`src/rtl/cosim_sink_pkg.sv`:
```
// Shared types and constants for the cosim result sink: run-state encoding,
// log beat width and the default MISR feedback polynomial.
package cosim_sink_pkg;

    typedef enum logic [1:0] {
        IDLE  = 2'd0,
        RUN   = 2'd1,
        DRAIN = 2'd2,
        DONE  = 2'd3
    } state_e;

    localparam int BEAT_W = 32;

    localparam logic [127:0] DEFAULT_POLY = 128'h87;

endpackage

```
`src/rtl/cosim_sync_fifo.sv`:
```
// Single-clock FIFO with an extra pointer bit to tell full from empty.
// Pushes into a full FIFO and pops from an empty one are ignored.
module cosim_sync_fifo
    import cosim_sink_pkg::*;
#(
    parameter int WIDTH = 128,
    parameter int DEPTH = 4
) (
    input  logic                   clk,
    input  logic                   rst,
    input  logic                   push,
    input  logic [WIDTH-1:0]       push_data,
    input  logic                   pop,
    output logic                   full,
    output logic                   empty,
    output logic [WIDTH-1:0]       head,
    output logic [$clog2(DEPTH):0] count
);

    localparam int AW = $clog2(DEPTH);

    logic [WIDTH-1:0] mem_r [DEPTH];
    logic [AW:0]      wr_ptr_r;
    logic [AW:0]      rd_ptr_r;
    logic             push_ok_s;
    logic             pop_ok_s;

    assign full      = (wr_ptr_r[AW] != rd_ptr_r[AW]) && (wr_ptr_r[AW-1:0] == rd_ptr_r[AW-1:0]);
    assign empty     = (wr_ptr_r == rd_ptr_r);
    assign count     = wr_ptr_r - rd_ptr_r;
    assign head      = mem_r[rd_ptr_r[AW-1:0]];
    assign push_ok_s = push && !full;
    assign pop_ok_s  = pop && !empty;

    // Pointer update; wrap is free because DEPTH is a power of two.
    always_ff @(posedge clk or posedge rst) begin
        if (rst) begin
            wr_ptr_r <= {(AW+1){1'b0}};
            rd_ptr_r <= {(AW+1){1'b0}};
        end else begin
            if (push_ok_s) begin
                wr_ptr_r <= wr_ptr_r + (AW+1)'(1'b1);
            end
            if (pop_ok_s) begin
                rd_ptr_r <= rd_ptr_r + (AW+1)'(1'b1);
            end
        end
    end

    // Storage write; contents are don't-care while the slot is unoccupied.
    always_ff @(posedge clk) begin
        if (push_ok_s) begin
            mem_r[wr_ptr_r[AW-1:0]] <= push_data;
        end
    end

endmodule

```
`src/rtl/cosim_result_sink.sv`:
```
// Collects wide cosim result words, folds them into a MISR signature and
// replays them as 32-bit log beats, bounding each run to NUM_VEC words.
module cosim_result_sink
    import cosim_sink_pkg::*;
#(
    parameter int           WIDTH   = 128,
    parameter int           DEPTH   = 4,
    parameter int           NUM_VEC = 64,
    parameter logic [127:0] POLY    = DEFAULT_POLY
) (
    input  logic                           clk,
    input  logic                           rst,
    input  logic                           start,
    input  logic                           in_valid,
    input  logic [WIDTH-1:0]               in_data,
    output logic                           in_ready,
    output logic                           out_valid,
    output logic [BEAT_W-1:0]              out_data,
    output logic                           out_last,
    input  logic                           out_ready,
    output logic [WIDTH-1:0]               signature,
    output logic [$clog2(NUM_VEC+1)-1:0]   word_count,
    output logic                           busy,
    output logic                           done
);

    localparam int NBEAT = WIDTH / BEAT_W;
    localparam int BW    = (NBEAT > 1) ? $clog2(NBEAT) : 1;
    localparam int CW    = $clog2(NUM_VEC + 1);
    localparam int AW    = $clog2(DEPTH);

    localparam logic [WIDTH-1:0] POLY_W   = WIDTH'(POLY);
    localparam logic [BW-1:0]    LAST_IDX = BW'(NBEAT - 1);
    localparam logic [CW-1:0]    LAST_CNT = CW'(NUM_VEC - 1);

    function automatic logic [WIDTH-1:0] misr_step(input logic [WIDTH-1:0] sig,
                                                   input logic [WIDTH-1:0] data);
        logic [WIDTH-1:0] fb;
        fb = sig[WIDTH-1] ? POLY_W : {WIDTH{1'b0}};
        return {sig[WIDTH-2:0], 1'b0} ^ fb ^ data;
    endfunction

    state_e           state_r;
    state_e           state_nxt_s;
    logic [WIDTH-1:0] sig_r;
    logic [CW-1:0]    wc_r;
    logic [BW-1:0]    idx_r;

    logic             fifo_full_s;
    logic             fifo_empty_s;
    logic [WIDTH-1:0] head_s;
    logic [AW:0]      fifo_count_s;

    logic             accept_s;
    logic             beat_fire_s;
    logic             last_beat_s;
    logic             pop_s;
    logic             start_ok_s;

    // in_ready ignores a same-cycle pop: a full FIFO never bypasses.
    assign in_ready    = (state_r == RUN) && !fifo_full_s;
    assign accept_s    = in_valid && in_ready;
    assign out_valid   = !fifo_empty_s;
    assign beat_fire_s = out_valid && out_ready;
    assign last_beat_s = (idx_r == LAST_IDX);
    assign pop_s       = beat_fire_s && last_beat_s;
    assign start_ok_s  = start && ((state_r == IDLE) || (state_r == DONE));

    assign signature  = sig_r;
    assign word_count = wc_r;
    assign busy       = (state_r == RUN) || (state_r == DRAIN);
    assign done       = (state_r == DONE);

    cosim_sync_fifo #(
        .WIDTH (WIDTH),
        .DEPTH (DEPTH)
    ) u_fifo (
        .clk       (clk),
        .rst       (rst),
        .push      (accept_s),
        .push_data (in_data),
        .pop       (pop_s),
        .full      (fifo_full_s),
        .empty     (fifo_empty_s),
        .head      (head_s),
        .count     (fifo_count_s)
    );

    // Beat mux; data is zeroed when nothing is queued so the port reads clean.
    always_comb begin
        out_data = {BEAT_W{1'b0}};
        out_last = 1'b0;
        if (out_valid) begin
            out_data = head_s[idx_r*BEAT_W +: BEAT_W];
            out_last = last_beat_s;
        end else begin
            out_data = {BEAT_W{1'b0}};
            out_last = 1'b0;
        end
    end

    // Run-state transitions.
    always_comb begin
        state_nxt_s = state_r;
        case (state_r)
            IDLE, DONE: begin
                if (start) state_nxt_s = RUN;
                else       state_nxt_s = state_r;
            end
            RUN: begin
                if (accept_s && (wc_r == LAST_CNT)) state_nxt_s = DRAIN;
                else                                state_nxt_s = RUN;
            end
            DRAIN: begin
                // Final beat of the only remaining word leaves the FIFO empty.
                if (pop_s && (fifo_count_s == (AW+1)'(1'b1))) state_nxt_s = DONE;
                else                                          state_nxt_s = DRAIN;
            end
            default: state_nxt_s = IDLE;
        endcase
    end

    // State register.
    always_ff @(posedge clk or posedge rst) begin
        if (rst) state_r <= IDLE;
        else     state_r <= state_nxt_s;
    end

    // Signature and word counter; cleared by an honoured start, held in DONE.
    always_ff @(posedge clk or posedge rst) begin
        if (rst) begin
            sig_r <= {WIDTH{1'b0}};
            wc_r  <= {CW{1'b0}};
        end else if (start_ok_s) begin
            sig_r <= {WIDTH{1'b0}};
            wc_r  <= {CW{1'b0}};
        end else if (accept_s) begin
            sig_r <= misr_step(sig_r, in_data);
            wc_r  <= wc_r + CW'(1'b1);
        end
    end

    // Beat index within the head word.
    always_ff @(posedge clk or posedge rst) begin
        if (rst) begin
            idx_r <= {BW{1'b0}};
        end else if (beat_fire_s) begin
            idx_r <= last_beat_s ? {BW{1'b0}} : idx_r + BW'(1'b1);
        end
    end

endmodule

```
`config.mk`:
```
export PLATFORM = sky130hd
export DESIGN_NAME = cosim_result_sink
export DESIGN_NICKNAME = d
export VERILOG_FILES = /design/src/rtl/cosim_sink_pkg.sv /design/src/rtl/cosim_sync_fifo.sv /design/src/rtl/cosim_result_sink.sv
export SDC_FILE = /design/constraint.sdc
export NUM_CORES = 1
export LEC_CHECK = 0
export ABC_AREA = 1
export ABC_CLOCK_PERIOD_IN_PS = 8500
export BUFFER_PORTS_ARGS = -buffer_cell sky130_fd_sc_hd__buf_2
export CAP_MARGIN = 40
export CORE_MARGIN = 2
export CORE_UTILIZATION = 59
export DETAILED_ROUTE_END_ITERATION = 12
export GPL_TIMING_DRIVEN = 1
export HOLD_SLACK_MARGIN = 0.08
export PLACE_DENSITY = 0.8
export SLEW_MARGIN = 10
export SYNTH_ARGS = -nofsm -noshare
export SYNTH_HDL_FRONTEND = slang
export SYNTH_SLANG_ARGS = --single-unit
```
`constraint.sdc`:
```
create_clock -name clk -period 8.5 [get_ports clk]
set_clock_uncertainty 0.05 [all_clocks]
set_input_delay 0.425 -clock clk [delete_from_list [all_inputs] [get_ports clk]]
set_output_delay 0.425 -clock clk [all_outputs]
set_load 0.05 [all_outputs]
```
==> qor.txt, run 1 <==
outcome: finished, final reports clean
pin count of the biggest net entering global routing: 175
leak pwr: 13.2 nW
cell repeated most along the worst path: sky130_fd_sc_hd__nand2_1
CTS root buffer: sky130_fd_sc_hd__clkbuf_16
First DRT Iteration DRCs: 2619
Tightest Hold Check Type: in2reg
number of placement rows: 79
setup violation total in the final timing report: 0
DP Wirelength: 48400 um
highest clock rate: 201 MHz
core region area: 0.0468 sq mm
endpoint of the worst register-to-register path: signature[12]
Routed Antenna Nets: 0
library cells used by synthesis: 28
relative area change from synthesis to final layout: 19.4%
summed negative setup slack over all endpoints: 0 ps
Max FO, Critical Path: 118
number of resized instances in the post-cts repair step: 0
cell depth of the worst setup path: 10
wire length per cell after detailed routing: 23.1 um
origin of the worst setup path: u_fifo.rd_ptr_r[0]
average size of a mapped cell: 11.7 sq um
total global routing track utilization: 31.5%
R2R setup slack: 4420 ps
Clock Latency Late Sink: 590 ps
cell types occupying the most area after synthesis: sky130_fd_sc_hd__edfxtp_1 55%, sky130_fd_sc_hd__dfrtp_1 13%, sky130_fd_sc_hd__nand3_1 9.4%, sky130_fd_sc_hd__nand2_1 8.9%, sky130_fd_sc_hd__xnor2_1 4.0%
hold path start: in_data[95]
count of pins on the block boundary: 305
floorplan die width: 222 um
Compound-Gate Fraction of Synth Area: 5.30%
most frequently used flop master after synthesis: sky130_fd_sc_hd__edfxtp_1
proportion of layout cells with a drive suffix above 1: 18.6%
Critical R2R Launch: u_fifo.rd_ptr_r[1]
hold bufs inserted after CTS: 98
Tot Pwr: 0.0150 W
worst setup slack after placement: 4290 ps
die footprint: 0.0493 sq mm
synthesized instance count: 2389
post-route non-filler standard cell count: 3397
total via count after detailed routing: 20697
xor and xnor area share after synthesis: 4.31%
depth of the worst register-to-register path: 12
share of the clock period used by the worst path after layout: 58.7%
vias in the first global route: 19804
# Post-CTS Setup Buffers: 0
worst path buffer plus inverter count: 4
Initial Util: 59.9%
type of origin of the critical path: register
IR drop worst, VDD: 0.000368 V
cell type contributing the most total cell area after synthesis: sky130_fd_sc_hd__edfxtp_1
global-route wire length before repair: 118000 um
crit-path leading delay family: buffers and inverters
final worst slack: 3510 ps
clock transition at the registers of the reported paths: 60 ps
measured slew at the worst slew-check pin: 952 ps
synthesized area: 0.0280 sq mm
min cycle time layout: 4990 ps
Power per Cell Area: 448 mW/mm^2
net count after synthesis: 2535
final-report hold violation count: 0
Critical Path Sink Type: output port
FFs w/ async S/R, synth: 22.1%
TritonCTS clock tree: built
overall routed net length: 78400 um
arrival time of data at the critical path endpoint: 4510 ps
Critical Path, Cell by Cell: buf_16 > inv_6 > buf_4 > nand2_1 > nand3_1 > nand3_1 > nand2_1 > nand2_1 > a21oi_1 > buf_2
Multi-input gate area: 0.00815 sq mm
critical path endpoint: out_data[31]
fill cell total of the finished layout: 3013
sequential fraction of the synthesis area: 67.8%
number of max-cap violations: 0
DRC: 0
number of buffers created by CTS: 67
number of antenna violations at the first check in global routing: 9
RSZ-0062 raised after global routing: no
largest family of logic cells by synthesized area: simple AND/OR/NAND/NOR gates
Die Height: 222 um
number of synthesized register bits: 657
Remaining Overflow, GRT: 0
gpl congestion: 0.857
area share of fa/ha/maj cells after synthesis: 0.607%
proportion of netlist area held by the largest area contributor: 54.9%
Vias per Instance: 6.09
clock buffer depth: 3
Critical Path Slowest Stage Cell: sky130_fd_sc_hd__buf_4
detailed-router iteration count before antenna repair: 6
register cell area after layout: 0.0190 sq mm
mux contribution to synthesized area: 0%
clk sinks: 657
post-placement cell count: 3170
# port buffers: 304
depth of the CTS H-tree: 3
required time at the worst-slack endpoint: 8030 ps
Post-synth EDFFs: 512
worst max-slew margin expressed relative to the limit: 36.5%
post-synthesis share of cell area spent on and, or, nand and nor gates: 18.8%
yosys warns: 0
pins over their slew limit: 0
layout net count: 2878
critical path class: reg2out
CP max stage delay: 830 ps
[layout by cell type (no fill, tap or decap), types with 7 or more instances in the layout]
master                            n
sky130_fd_sc_hd__dfrtp_1        142
sky130_fd_sc_hd__clkinv_1        12
sky130_fd_sc_hd__clkbuf_1        10
sky130_fd_sc_hd__inv_1           21
sky130_fd_sc_hd__clkbuf_16       71
sky130_fd_sc_hd__dlygate4sd3_1   99
sky130_fd_sc_hd__o31ai_1         65
sky130_fd_sc_hd__xnor2_1        129
sky130_fd_sc_hd__nand2_1        664
sky130_fd_sc_hd__bufinv_16       11
sky130_fd_sc_hd__ha_1            12
sky130_fd_sc_hd__nand3_1        525
sky130_fd_sc_hd__a21oi_1         39
sky130_fd_sc_hd__nor2_1          14
sky130_fd_sc_hd__xor2_1           9
sky130_fd_sc_hd__o31ai_2         62
sky130_fd_sc_hd__diode_2          7
sky130_fd_sc_hd__buf_4           22
sky130_fd_sc_hd__edfxtp_1       512
sky130_fd_sc_hd__buf_16          13
sky130_fd_sc_hd__clkinv_2        12
sky130_fd_sc_hd__buf_2          304
[through the flow]
step	instance area [sq um]	hold slack, ps	util, %
3_5_place_dp	30100	487	64.4
3_3_place_gp	29800	478	63.6
2_1_floorplan	28000	450	-
6_report	33400	95.9	71.5
4_1_cts	33400	80.1	71.4
5_1_grt	33400	85.1	71.5
[synth_stat cells (4+ instances only)]
| master | count |
|---|---|
| sky130_fd_sc_hd__nor2_1 | 17 |
| sky130_fd_sc_hd__nand3_1 | 525 |
| sky130_fd_sc_hd__clkbuf_1 | 49 |
| sky130_fd_sc_hd__xor2_1 | 9 |
| sky130_fd_sc_hd__ha_1 | 12 |
| sky130_fd_sc_hd__a21oi_1 | 39 |
| sky130_fd_sc_hd__buf_4 | 5 |
| sky130_fd_sc_hd__nand2_1 | 664 |
| sky130_fd_sc_hd__edfxtp_1 | 512 |
| sky130_fd_sc_hd__nand4_1 | 4 |
| sky130_fd_sc_hd__inv_1 | 24 |
| sky130_fd_sc_hd__o31ai_2 | 62 |
| sky130_fd_sc_hd__buf_2 | 71 |
| sky130_fd_sc_hd__buf_6 | 8 |
| sky130_fd_sc_hd__buf_1 | 34 |
| sky130_fd_sc_hd__o31ai_1 | 65 |
| sky130_fd_sc_hd__dfrtp_1 | 145 |
| sky130_fd_sc_hd__o21ai_0 | 4 |
| sky130_fd_sc_hd__xnor2_1 | 129 |
[registers in the layout (all words and copies together) (netlist names)]
signal,flops
state_r,2
u_fifo.rd_ptr_r,3
idx_r,2
word_count,7
signature,128
u_fifo.wr_ptr_r,3
u_fifo.mem_r,512
[worst min path at each step]
stage,endpoint,cells past startpoint
after global placement,u_fifo.wr_ptr_r[2],1
after CTS,u_fifo.mem_r[0][58],1
after floorplan,u_fifo.wr_ptr_r[2],1
final,u_fifo.mem_r[3][95],1
after detailed placement,u_fifo.wr_ptr_r[2],1
after global routing,u_fifo.mem_r[3][95],1
[layout make-up]
| cell class | instances | area share, % |
|---|---|---|
| sequential | 657 | 56.9 |
| timing repair buffer | 441 | 9.26 |
| clock buffer | 81 | 5.42 |
| clock inverter | 39 | 1.40 |
| tap | 607 | 2.27 |
| inverter | 27 | 0.359 |
| multi-input combinational | 1538 | 24.4 |
| antenna | 7 | 0.0524 |
[kinds of logic after synthesis]
| group | count (synthesis) |
|---|---|
| compound gates | 171 |
| xor+xnor | 138 |
| fa+ha+maj | 13 |
| buf+inv | 194 |
| flops | 657 |
| simple gates | 1216 |
[where the power goes]
group | total, W | internal [W] | switching (W)
combinational | 0.00697 | 0.00179 | 0.00518
sequential | 0.00496 | 0.00440 | 0.000560
clock | 0.00307 | 0.00185 | 0.00122
[metal layers]
layer  track usage (%)  part of all wire [%]
met4              12.4                   3.4
met2              50.2                    48
met3              5.94                    11
met1              43.5                    37
met5                 0                 0.017
Note: power is estimated with default switching activity, not from simulation.
==> inputs of run 2 (changes only) <==
Settings changed: ABC_CLOCK_PERIOD_IN_PS 8500 to 4500, CORE_UTILIZATION 59 to 53, PLACE_DENSITY 0.8 to 0.76.
Clock period 8.5 ns to 4.5 ns, I/O delays scaled along.
==> run 2 against run 1 <==
Effect of this change:
- critical path type unchanged
- worst setup slack lost 2900 ps
- die area grew 11%
- utilization shrank 6.9 points
- count of clock-buffer cells in the layout grew 7
- critical path depth shrank 2
- combinational power grew 88%
- total power grew 90%
- sequential power grew 88%
==> qor.txt, run 2 (synthesis gave the netlist of run 1 again) <==
vias in the first global route: 19962 (was 19804)
DRC: 0 (unchanged)
total via count after detailed routing: 20756 (was 20697)
Vias per Instance: 5.92 (was 6.09)
post-route non-filler standard cell count: 3506 (was 3397)
gpl congestion: 0.922 (was 0.857)
depth of the worst register-to-register path: 8 (was 12)
die footprint: 0.0547 sq mm (was 0.0493 sq mm)
cell repeated most along the worst path: sky130_fd_sc_hd__nand2_1 (unchanged)
fraction of met3 tracks used by global routing: 6.49% (was 5.94%)
outcome: finished, final reports clean (unchanged)
critical path class: reg2out (unchanged)
number of resized instances in the post-cts repair step: 0 (unchanged)
core region area: 0.0524 sq mm (was 0.0468 sq mm)
Critical R2R Launch: u_fifo.rd_ptr_r[1] (unchanged)
overall routed net length: 80800 um (was 78400 um)
relative area change from synthesis to final layout: 20.9% (was 19.4%)
most common cell after layout, fill and taps aside: sky130_fd_sc_hd__nand2_1 (unchanged)
min cycle time layout: 3850 ps
number of placement rows: 84 (was 79)
Power per Cell Area: 842 mW/mm^2 (was 448 mW/mm^2)
# port buffers: 304 (unchanged)
CP max stage delay: 590 ps (was 830 ps)
CTS root buffer: sky130_fd_sc_hd__clkbuf_16 (unchanged)
final-layout worst hold slack: 217 ps (was 95.9 ps)
fill cell total of the finished layout: 3755 (was 3013)
endpoint of the worst register-to-register path: u_fifo.mem_r[0][109] (was signature[12])
clock buffer depth: 3 (unchanged)
clk sinks: 657 (unchanged)
final-report hold violation count: 0 (unchanged)
highest clock rate: 260 MHz
most used cells in the layout excluding fill and tap cells: 664 x sky130_fd_sc_hd__nand2_1, 525 x sky130_fd_sc_hd__nand3_1, 512 x sky130_fd_sc_hd__edfxtp_1 (unchanged)
Max FO, Critical Path: 257 (was 118)
number of buffers created by CTS: 67 (unchanged)
total global routing track utilization: 29.4% (was 31.5%)
Tightest Hold Check Type: in2async (was in2reg)
cell area reported after detailed placement: 0.0301 sq mm (about the same)
First DRT Iteration DRCs: 2546 (was 2619)
Remaining Overflow, GRT: 0 (unchanged)
worst max-slew margin expressed relative to the limit: 1.04% (was 36.5%)
worst path buffer plus inverter count: 2 (was 4)
count of pins on the block boundary: 305 (unchanged)
Initial Util: 53.4% (was 59.9%)
Critical Path, Cell by Cell: buf_12 > nand2_1 > nand3_1 > nand3_1 > nand2_1 > nand2_1 > a21oi_1 > buf_2 (was buf_16 > inv_6 > buf_4 > nand2_1 > nand3_1 > nand3_1 > nand2_1 > nand2_1 > a21oi_1 > buf_2)
setup violation total in the final timing report: 0 (unchanged)
most congested layer reported by global routing: met2 (unchanged)
cell depth of the worst setup path: 8 (was 10)
type of origin of the critical path: register (unchanged)
pin count of the biggest net entering global routing: 258 (was 175)
required time at the worst-slack endpoint: 4220 ps (was 8030 ps)
Clock Latency Late Sink: 590 ps (about the same)
Non-Filler Cell Area, Final: 0.0339 sq mm (was 0.0334 sq mm)
Die Height: 234 um (was 222 um)
layout net count: 2907 (was 2878)
summed negative setup slack over all endpoints: 0 ps (unchanged)
number of flip-flops under the largest register name: 512 (unchanged)
leak pwr: 13.3 nW (was 13.2 nW)
global-route wire length before repair: 120000 um (was 118000 um)
Critical Path Slowest Stage Cell: sky130_fd_sc_hd__buf_12 (was sky130_fd_sc_hd__buf_4)
GR Util met1: 41.1% (was 43.5%)
depth of the CTS H-tree: 3 (unchanged)
detailed-router iteration count before antenna repair: 6 (unchanged)
RSZ-0062 raised after global routing: no (unchanged)
proportion of layout cells with a drive suffix above 1: 18.4% (was 18.6%)
number of antenna violations at the first check in global routing: 4 (was 9)
Critical Path Sink Type: output port (unchanged)
TritonCTS clock tree: built (unchanged)
post-placement cell count: 3247 (was 3170)
crit-path leading delay family: buffers and inverters (unchanged)
wire length per cell after detailed routing: 23.1 um (about the same)
DP Wirelength: 49900 um (was 48400 um)
Routed Antenna Nets: 0 (unchanged)
pins over their slew limit: 0 (unchanged)
arrival time of data at the critical path endpoint: 3570 ps (was 4510 ps)
number of max-cap violations: 0 (unchanged)
share of the clock period used by the worst path after layout: 85.5%
measured slew at the worst slew-check pin: 1480 ps (was 952 ps)
R2R setup slack: 1310 ps (was 4420 ps)
clock transition at the registers of the reported paths: 70 ps (was 60 ps)
IR drop worst, VDD: 0.000946 V (was 0.000368 V)
GR Layer Usage met2: 46.5% (was 50.2%)
floorplan die width: 234 um (was 222 um)
## run 2: timing repair
item,CTS,global route
buffers inserted,0,0
endpoints found under the hold margin,706,0
hold buffers,132,0
## run 2: worst max-delay path by stage
| stage | to | slack (ps) | from |
|---|---|---|---|
| 6_report | out_data[30] | 650 | u_fifo.rd_ptr_r[0] |
| 5_1_grt | out_data[30] | 660 | u_fifo.rd_ptr_r[0] |
| 4_1_cts | out_data[30] | 920 | u_fifo.rd_ptr_r[1] |
| 3_5_place_dp | u_fifo.mem_r[0][76] | 1360 | u_fifo.rd_ptr_r[1] |
| 3_3_place_gp | u_fifo.mem_r[0][15] | 1420 | u_fifo.rd_ptr_r[1] |
| 2_1_floorplan | u_fifo.mem_r[0][0] | -1190 | u_fifo.rd_ptr_r[1] |
## run 2: worst min-delay path, cell delays in order
cell                            delay (ps)
sky130_fd_sc_hd__dlygate4sd3_1         530
sky130_fd_sc_hd__buf_2                 140
sky130_fd_sc_hd__inv_6                 420
## run 2: layout make-up
type                       instances  area, sq um  area share (%)
antenna                            3         7.51          0.0222
clock buffer                      88         1910            5.65
clock inverter                    35          498            1.47
inverter                          27          119           0.351
multi-input combinational       1538         8150            24.1
sequential                       657        19000            56.1
tap                              688          861            2.54
timing repair buffer             470         3320            9.80
## run 2: stage by stage
step,setup slack (ps),total power (W),utilization (%)
after global placement,1420,0.0219,57.3
final,654,0.0285,64.6
after detailed placement,1360,0.0222,57.4
after floorplan,-1190,0.0186,-
after global routing,657,0.0298,64.6
after CTS,924,0.0284,64.5
## run 2: where the power goes
| part | internal (W) | leakage, nW | switching (W) | total (W) |
|---|---|---|---|---|
| registers | 0.00830 | 6.47 | 0.00102 | 0.00932 |
| logic | 0.00337 | 5.68 | 0.00976 | 0.0131 |
| clock network | 0.00375 | 1.18 | 0.00232 | 0.00607 |
## run 2: layer usage
layer / vias up / part of all wire (%)
met1: 10224 / 39
met2: 1193 / 47
li1: 9184 / -
met4: 2 / 2.9
met5: - / 0.020
met3: 153 / 11
